[config.mk]
export PLATFORM = sky130hd
export DESIGN_NAME = sc_seq_alu
export DESIGN_NICKNAME = d
export VERILOG_FILES = /design/src/rtl/sc_seq_alu.sv
export SDC_FILE = /design/constraint.sdc
export NUM_CORES = 1
export LEC_CHECK = 0
export ABC_AREA = 1
export CORE_AREA = 2 2 187 189
export DETAILED_ROUTE_END_ITERATION = 12
export DIE_AREA = 0 0 189 191
export PLACE_DENSITY = 0.75
export SLEW_MARGIN = 20
export SYNTH_ARGS = -nofsm -noshare
export SYNTH_HDL_FRONTEND = slang
export SYNTH_SLANG_ARGS = --single-unit
export TNS_END_PERCENT = 30
[constraint.sdc]
create_clock -name SC_SeqAlu_CLOCK_50 -period 3.6 [get_ports SC_SeqAlu_CLOCK_50]
set_clock_uncertainty 0.1 [all_clocks]
set_input_delay 0.54 -clock SC_SeqAlu_CLOCK_50 [delete_from_list [all_inputs] [get_ports SC_SeqAlu_CLOCK_50]]
set_output_delay 0.54 -clock SC_SeqAlu_CLOCK_50 [all_outputs]
set_load 0.01 [all_outputs]
[src/rtl/sc_seq_alu.sv]
// Multi-cycle integer ALU feeding the processor status register.
// Logic/add/sub finish in one cycle, shifts go one bit per cycle, and UMUL uses shift-add.
module sc_seq_alu #(
    parameter int DATAWIDTH_BUS           = 32,
    parameter int DATAWIDTH_ALU_SELECTION = 4
) (
    input  logic                               SC_SeqAlu_CLOCK_50,
    input  logic                               SC_SeqAlu_RESET_InHigh,
    input  logic                               SC_SeqAlu_Start_InHigh,
    input  logic [DATAWIDTH_ALU_SELECTION-1:0] SC_SeqAlu_Selection,
    input  logic [DATAWIDTH_BUS-1:0]           SC_SeqAlu_DataA,
    input  logic [DATAWIDTH_BUS-1:0]           SC_SeqAlu_DataB,
    output logic [DATAWIDTH_BUS-1:0]           SC_SeqAlu_Result,
    output logic                               SC_SeqAlu_Busy,
    output logic                               SC_SeqAlu_Done,
    output logic                               SC_SeqAlu_negativo,
    output logic                               SC_SeqAlu_cero,
    output logic                               SC_SeqAlu_overflow,
    output logic                               SC_SeqAlu_carry,
    output logic                               SC_SeqAlu_PsrWrite_InLow
);
    localparam int W    = DATAWIDTH_BUS;
    localparam int SHW  = $clog2(W);
    localparam int CNTW = SHW + 1;

    typedef logic [DATAWIDTH_ALU_SELECTION-1:0] op_t;
    localparam op_t OP_ADD    = op_t'(0);
    localparam op_t OP_ADDCC  = op_t'(1);
    localparam op_t OP_SUB    = op_t'(2);
    localparam op_t OP_SUBCC  = op_t'(3);
    localparam op_t OP_AND    = op_t'(4);
    localparam op_t OP_ANDCC  = op_t'(5);
    localparam op_t OP_OR     = op_t'(6);
    localparam op_t OP_ORCC   = op_t'(7);
    localparam op_t OP_XOR    = op_t'(8);
    localparam op_t OP_XORCC  = op_t'(9);
    localparam op_t OP_SLL    = op_t'(10);
    localparam op_t OP_SRL    = op_t'(11);
    localparam op_t OP_SRA    = op_t'(12);
    localparam op_t OP_UMUL   = op_t'(13);
    localparam op_t OP_UMULCC = op_t'(14);

    typedef enum logic [1:0] {IDLE, SHIFT, MUL, DONE} state_t;

    state_t         state_r, state_n;
    op_t            op_r, op_n;
    logic [W-1:0]   work_r, work_n;   // shift operand, or shifted multiplicand
    logic [W-1:0]   mb_r, mb_n;       // multiplier, consumed LSB first
    logic [W-1:0]   acc_r, acc_n;
    logic [CNTW-1:0] cnt_r, cnt_n;
    logic [W-1:0]   result_r;
    logic           n_r, z_r, v_r, c_r, done_r, psrw_r;

    logic           fin, fin_cc, fin_v, fin_c;
    logic [W-1:0]   fin_res, sh, acc_add;
    logic [W:0]     sum, diff;

    function automatic logic is_cc(input op_t o);
        return (o == OP_ADDCC) || (o == OP_SUBCC) || (o == OP_ANDCC) ||
               (o == OP_ORCC)  || (o == OP_XORCC) || (o == OP_UMULCC);
    endfunction

    assign sum     = {1'b0, SC_SeqAlu_DataA} + {1'b0, SC_SeqAlu_DataB};
    assign diff    = {1'b0, SC_SeqAlu_DataA} - {1'b0, SC_SeqAlu_DataB};
    assign acc_add = acc_r + (mb_r[0] ? work_r : '0);

    always_comb begin
        case (op_r)
            OP_SLL:  sh = {work_r[W-2:0], 1'b0};
            OP_SRA:  sh = {work_r[W-1], work_r[W-1:1]};
            default: sh = {1'b0, work_r[W-1:1]};
        endcase
    end

    always_comb begin
        state_n = state_r;
        op_n    = op_r;
        work_n  = work_r;
        mb_n    = mb_r;
        acc_n   = acc_r;
        cnt_n   = cnt_r;
        fin     = 1'b0;
        fin_res = '0;
        fin_v   = 1'b0;
        fin_c   = 1'b0;
        unique case (state_r)
            IDLE: if (SC_SeqAlu_Start_InHigh) begin
                op_n = SC_SeqAlu_Selection;
                case (SC_SeqAlu_Selection)
                    OP_ADD, OP_ADDCC: begin
                        fin     = 1'b1;
                        fin_res = sum[W-1:0];
                        fin_v   = (SC_SeqAlu_DataA[W-1] == SC_SeqAlu_DataB[W-1]) &&
                                  (sum[W-1] != SC_SeqAlu_DataA[W-1]);
                        fin_c   = sum[W];
                    end
                    OP_SUB, OP_SUBCC: begin
                        fin     = 1'b1;
                        fin_res = diff[W-1:0];
                        fin_v   = (SC_SeqAlu_DataA[W-1] != SC_SeqAlu_DataB[W-1]) &&
                                  (diff[W-1] != SC_SeqAlu_DataA[W-1]);
                        fin_c   = diff[W];
                    end
                    OP_AND, OP_ANDCC: begin
                        fin     = 1'b1;
                        fin_res = SC_SeqAlu_DataA & SC_SeqAlu_DataB;
                    end
                    OP_OR, OP_ORCC: begin
                        fin     = 1'b1;
                        fin_res = SC_SeqAlu_DataA | SC_SeqAlu_DataB;
                    end
                    OP_XOR, OP_XORCC: begin
                        fin     = 1'b1;
                        fin_res = SC_SeqAlu_DataA ^ SC_SeqAlu_DataB;
                    end
                    OP_SLL, OP_SRL, OP_SRA: begin
                        if (SC_SeqAlu_DataB[SHW-1:0] == '0) begin
                            fin     = 1'b1;
                            fin_res = SC_SeqAlu_DataA;
                        end else begin
                            state_n = SHIFT;
                            work_n  = SC_SeqAlu_DataA;
                            cnt_n   = {1'b0, SC_SeqAlu_DataB[SHW-1:0]};
                        end
                    end
                    OP_UMUL, OP_UMULCC: begin
                        state_n = MUL;
                        work_n  = SC_SeqAlu_DataA;
                        mb_n    = SC_SeqAlu_DataB;
                        acc_n   = '0;
                        cnt_n   = CNTW'(W);
                    end
                    default: fin = 1'b1;   // reserved opcode: result 0
                endcase
            end
            SHIFT: begin
                work_n = sh;
                cnt_n  = cnt_r - 1'b1;
                if (cnt_r == CNTW'(1)) begin
                    fin     = 1'b1;
                    fin_res = sh;
                end
            end
            MUL: begin
                acc_n  = acc_add;
                work_n = {work_r[W-2:0], 1'b0};
                mb_n   = {1'b0, mb_r[W-1:1]};
                cnt_n  = cnt_r - 1'b1;
                if (cnt_r == CNTW'(1)) begin
                    fin     = 1'b1;
                    fin_res = acc_add;
                end
            end
            DONE: state_n = IDLE;
            default: state_n = IDLE;
        endcase
        if (fin) state_n = DONE;
        fin_cc = fin && is_cc(op_n);
    end

    always_ff @(posedge SC_SeqAlu_CLOCK_50) begin
        if (SC_SeqAlu_RESET_InHigh) begin
            state_r  <= IDLE;
            op_r     <= '0;
            work_r   <= '0;
            mb_r     <= '0;
            acc_r    <= '0;
            cnt_r    <= '0;
            result_r <= '0;
            n_r      <= 1'b0;
            z_r      <= 1'b0;
            v_r      <= 1'b0;
            c_r      <= 1'b0;
            done_r   <= 1'b0;
            psrw_r   <= 1'b1;
        end else begin
            state_r <= state_n;
            op_r    <= op_n;
            work_r  <= work_n;
            mb_r    <= mb_n;
            acc_r   <= acc_n;
            cnt_r   <= cnt_n;
            done_r  <= fin;
            psrw_r  <= !fin_cc;
            if (fin) result_r <= fin_res;
            if (fin_cc) begin
                n_r <= fin_res[W-1];
                z_r <= (fin_res == '0);
                v_r <= fin_v;
                c_r <= fin_c;
            end
        end
    end

    assign SC_SeqAlu_Result         = result_r;
    assign SC_SeqAlu_Busy           = (state_r != IDLE);
    assign SC_SeqAlu_Done           = done_r;
    assign SC_SeqAlu_negativo       = n_r;
    assign SC_SeqAlu_cero           = z_r;
    assign SC_SeqAlu_overflow       = v_r;
    assign SC_SeqAlu_carry          = c_r;
    assign SC_SeqAlu_PsrWrite_InLow = psrw_r;
endmodule

==> run_results.csv <==
group,metric,value,unit
floorplanning,die_y,191,um
synthesis,synthArstFlopShare,0,%
timing,min_period,3.39,ns
drt,num_vias,20800,
power,powerDensity,497,nW/um^2
power,p_int,0.00539,W
power,p_sw,0.00503,W
power,vdd_ir_drop_max,611,uV
drt,vias_per_cell,5.60,
worst_setup_path,critPathLaunchType,"input port",
synthesis,synth_edf_count,0,
worst_setup_path,cpMostUsedCell,"nand2_1",
synthesis,synth_ff_type,"dfxtp_1",
floorplanning,die_w,189,um
place,place_ws,-0.313,ns
synthesis,syn_avg_cell_area,5.74,um^2
global_routing,antenna_found_initial,1,
timing,max_slew_margin,48.6,%
status,outcome,"finished clean",
global_routing,grt-ovfl-total,0,
synthesis,netlist.area_leader.share,18.8,%
drt,ant_nets,0,
worst_setup_path,worst-path-buf-inv,5,
power,p_comb_share,55.5,%
drt,routed_wl,71.2,mm
final_layout,final_layout_size_suffix_gt1_share,15.5,%
cts,hold_buffers,0,
place,dp.cells,3675,
cts,clk_pin_slew,0.08,ns
floorplanning,start_util,49.1,%
synthesis,synthesis.nets,3135,
power,p_clk_share,19.8,%
timing,hold_ws,0.376,ns
cts,numCtsBuffers,17,
timing,tightestPinTransition,0.771,ns
final_layout,fill_cells,3346,
drt,drt_pass1_iterations,7,
power,swShare,48.3,%
final_layout,multiInputGateArea,11500,um^2
synthesis,ys_ff_latch,146,
cts,htree_levels,4,
power,power.leakage,11.1,nW
floorplanning,die_area,36100,um^2
timing,finalCritPeriodShare,94.2,%
place,dp_hpwl,57.1,mm
timing,post-route-worst-setup-slack,0.210,ns
synthesis,ys_types,51,
timing,tns,0,ns
worst_setup_path,crit_type,"in2reg",
final_layout,regArea,2920,um^2
worst_setup_path,critPathTopFamily,"simple AND/OR/NAND/NOR gates",
synthesis,synth_area,16800,um^2
synthesis,synth_warnings,0,
floorplanning,rows,68,
worst_setup_path,cp.required,3.91,ns
final_layout,fin_nets,3455,
worst_setup_path,critPathArrivalTime,3.70,ns
timing,finalMaxSlewViolations,0,
global_routing,grt_pass1_vias,19500,
drt,wl_per_cell,19.2,um
timing,setup_viol,0,
timing,rsz0062_at_grt,"false",
cts,cts_root_buf,"clkbuf_16",
global_routing,grt_first_pass_wirelength,110,mm
floorplanning,core_area,34100,um^2
worst_setup_path,cp_slowest_stage_delay,0.47,ns
drt,drc,0,
final_layout,final_cells,3709,
worst_setup_path,slowest_stage,"clkdlybuf4s50_1",
place,portBuffers,109,
cts,insertion_delay,0.47,ns
timing,finalHoldViolCount,0,
hold_path,min_path_type,"reg2reg",
drt,drt_iter0_markers,2265,
cts,clockBufferDepth,2,
cts,clkSinkCount,146,
power,seq_power_share,24.7,%
synthesis,syn_inst,2919,
place,gp_congestion,1.04,
worst_setup_path,cp-end-kind,"flip-flop",
worst_setup_path,path_cells,"clkdlybuf4s50_1, inv_1, ha_1, buf_4, nand2_1, inv_1, nand2_1, nand2_1, inv_1, nand3_1, nand2_1, nand2_1, a21oi_1, nand2_1, nand3_1, nand3_1, a21oi_2, nand3_1, nand2_1, nand2_1, a21oi_2",
floorplanning,num_io_pins,110,
synthesis,seq_area_frac_synth,17.4,%
flow_run,drv_cap,0,
global_routing,grtUsageTotal,39.4,%
cts,cts_tree,"built",
final_layout,synthToLayoutAreaGrowth,25.2,%
global_routing,grt_max_degree,69,
synthesis,yosys-top-cells-area,"nand2_1 (19%), dfxtp_1 (17%), ha_1 (11%)",
timing,max_clock_freq,295,MHz
synthesis,synth_largest_area_cell,"nand2_1",
worst_setup_path,worst-path-max-fanout,7,
==> power by group through the flow <==
stage / clock (W) / combinational [W] / sequential, W
finish: 0.00206 / 0.00578 / 0.00258
global route: 0.00212 / 0.00637 / 0.00263
CTS: 0.00207 / 0.00562 / 0.00255
detailed placement: 0 / 0.00559 / 0.00258
global placement: 0 / 0.00546 / 0.00256
floorplan: 0 / 0.00353 / 0.00252
==> registers in the layout, indices dropped and copies added, names as in the netlist, 2 cells and up <==
name              count
state_r               2
op_r                  4
acc_r                32
SC_SeqAlu_Result     32
work_r               32
cnt_r                 6
mb_r                 32
==> cells in the mapped netlist (12+ instances only) <==
master and n:
a21oi_1 206, inv_1 423, a31oi_1 38, nand4_1 35
dfxtp_1 146, o21bai_1 14, nand2_1 840, buf_2 34
a22oi_1 28, nand2_2 29, o21ai_0 197, buf_4 19
ha_1 142, nor3_1 13, o21ai_1 14, clkbuf_1 55
nand3_1 234, o211ai_1 12, nor2_1 238, o22ai_1 29
inv_2 31, nor2_2 26
==> final cells by class <==
type	instances	area share [%]
antenna	2	0.0239
clock buffer	17	2.03
clock inverter	15	1.04
inverter	458	8.22
multi-input combinational	2189	55.0
sequential	146	13.9
tap	455	2.71
timing repair buffer	427	17.1
==> repair_timing <==
item / in CTS / in global routing
endpoints found under the setup margin: 0 / 2
buffers inserted: 0 / 0
resized for setup: 0 / 18
==> kinds of logic after synthesis <==
logic type | after synthesis | share of synthesized area (%)
AO/OA/AOI/OAI | 581 | 19.9
XOR/XNOR | 2 | 0.105
adder cells (fa/ha/maj) | 145 | 11.0
buffers and inverters | 584 | 14.2
flip-flops | 146 | 17.4
AND/OR/NAND/NOR | 1461 | 37.4
==> worst paths after layout <==
kind,startpoint,to,slack (ns),depth (start not counted)
setup reg to reg,work_r[0]$_SDFFE_PP0P_,SC_SeqAlu_cero$_SDFFE_PP0P_,0.23,21
hold / removal,mb_r[25]$_SDFFE_PP0P_,mb_r[24]$_SDFFE_PP0P_,0.38,2
setup / recovery,SC_SeqAlu_DataA[7],SC_SeqAlu_cero$_SDFFE_PP0P_,0.21,21
hold reg to reg,mb_r[25]$_SDFFE_PP0P_,mb_r[24]$_SDFFE_PP0P_,0.38,2
==> layout by cell type, fill, tap and decap left out, drive strengths merged, types with 2 or more instances in the layout <==
master         netlist  routed
o21ai              212     212
nand3b              11      11
nand2              873     873
o211ai              12      12
nor3                21      21
diode                0       2
nor4                 3       3
bufinv               0       3
dfxtp              146     146
o21a                 2       2
fa                   3       3
and2                 3       3
clkbuf              55      17
nand3              243     243
nand4               36      36
o21bai              14      14
a31oi               38      38
o22ai               29      29
a21o                 4       4
buf                 71     318
a221oi              15      15
a211oi               6       6
clkdlybuf4s50        0     109
a22oi               28      28
clkinv               3       8
inv                455     461
a21oi              218     218
or2                  3       3
ha                 142     142
nor2               268     268
==> metal layers <==
layer,track usage (%),vias up,routed length (um)
met3,5.20,169,5960
met1,53.2,9450,31200
met5,0,-,0
li1,-,10100,-
met4,16.5,0,3090
met2,63.1,1097,30900
==> worst register-to-register path, stage by stage (launching register included) <==
cell and delay (ns):
dfxtp_1 0.34, nand2_1 0.09, inv_1 0.04, ha_1 0.20
fa_1 0.44, nand3_1 0.15, nand3_4 0.13, nand2_1 0.11
nand2_1 0.14, nand2_1 0.12, nand2_1 0.13, nand2_1 0.15
nand3_1 0.11, nand4_1 0.17, nand2_1 0.14, a21oi_2 0.16
nand2_1 0.07, nor2_1 0.15, nand3_1 0.10, nand2_1 0.09
nand2_1 0.08, a21oi_2 0.11
==> metrics by stage <==
step,total power [W],utilization [%],instance area [um^2]
floorplan,0.00604,-,16800
global placement,0.00802,59.4,20300
detailed placement,0.00817,59.4,20300
CTS,0.0102,61.3,20900
global route,0.0111,61.5,21000
finish,0.0104,61.5,21000
Note: power is estimated with default switching activity, not from simulation.
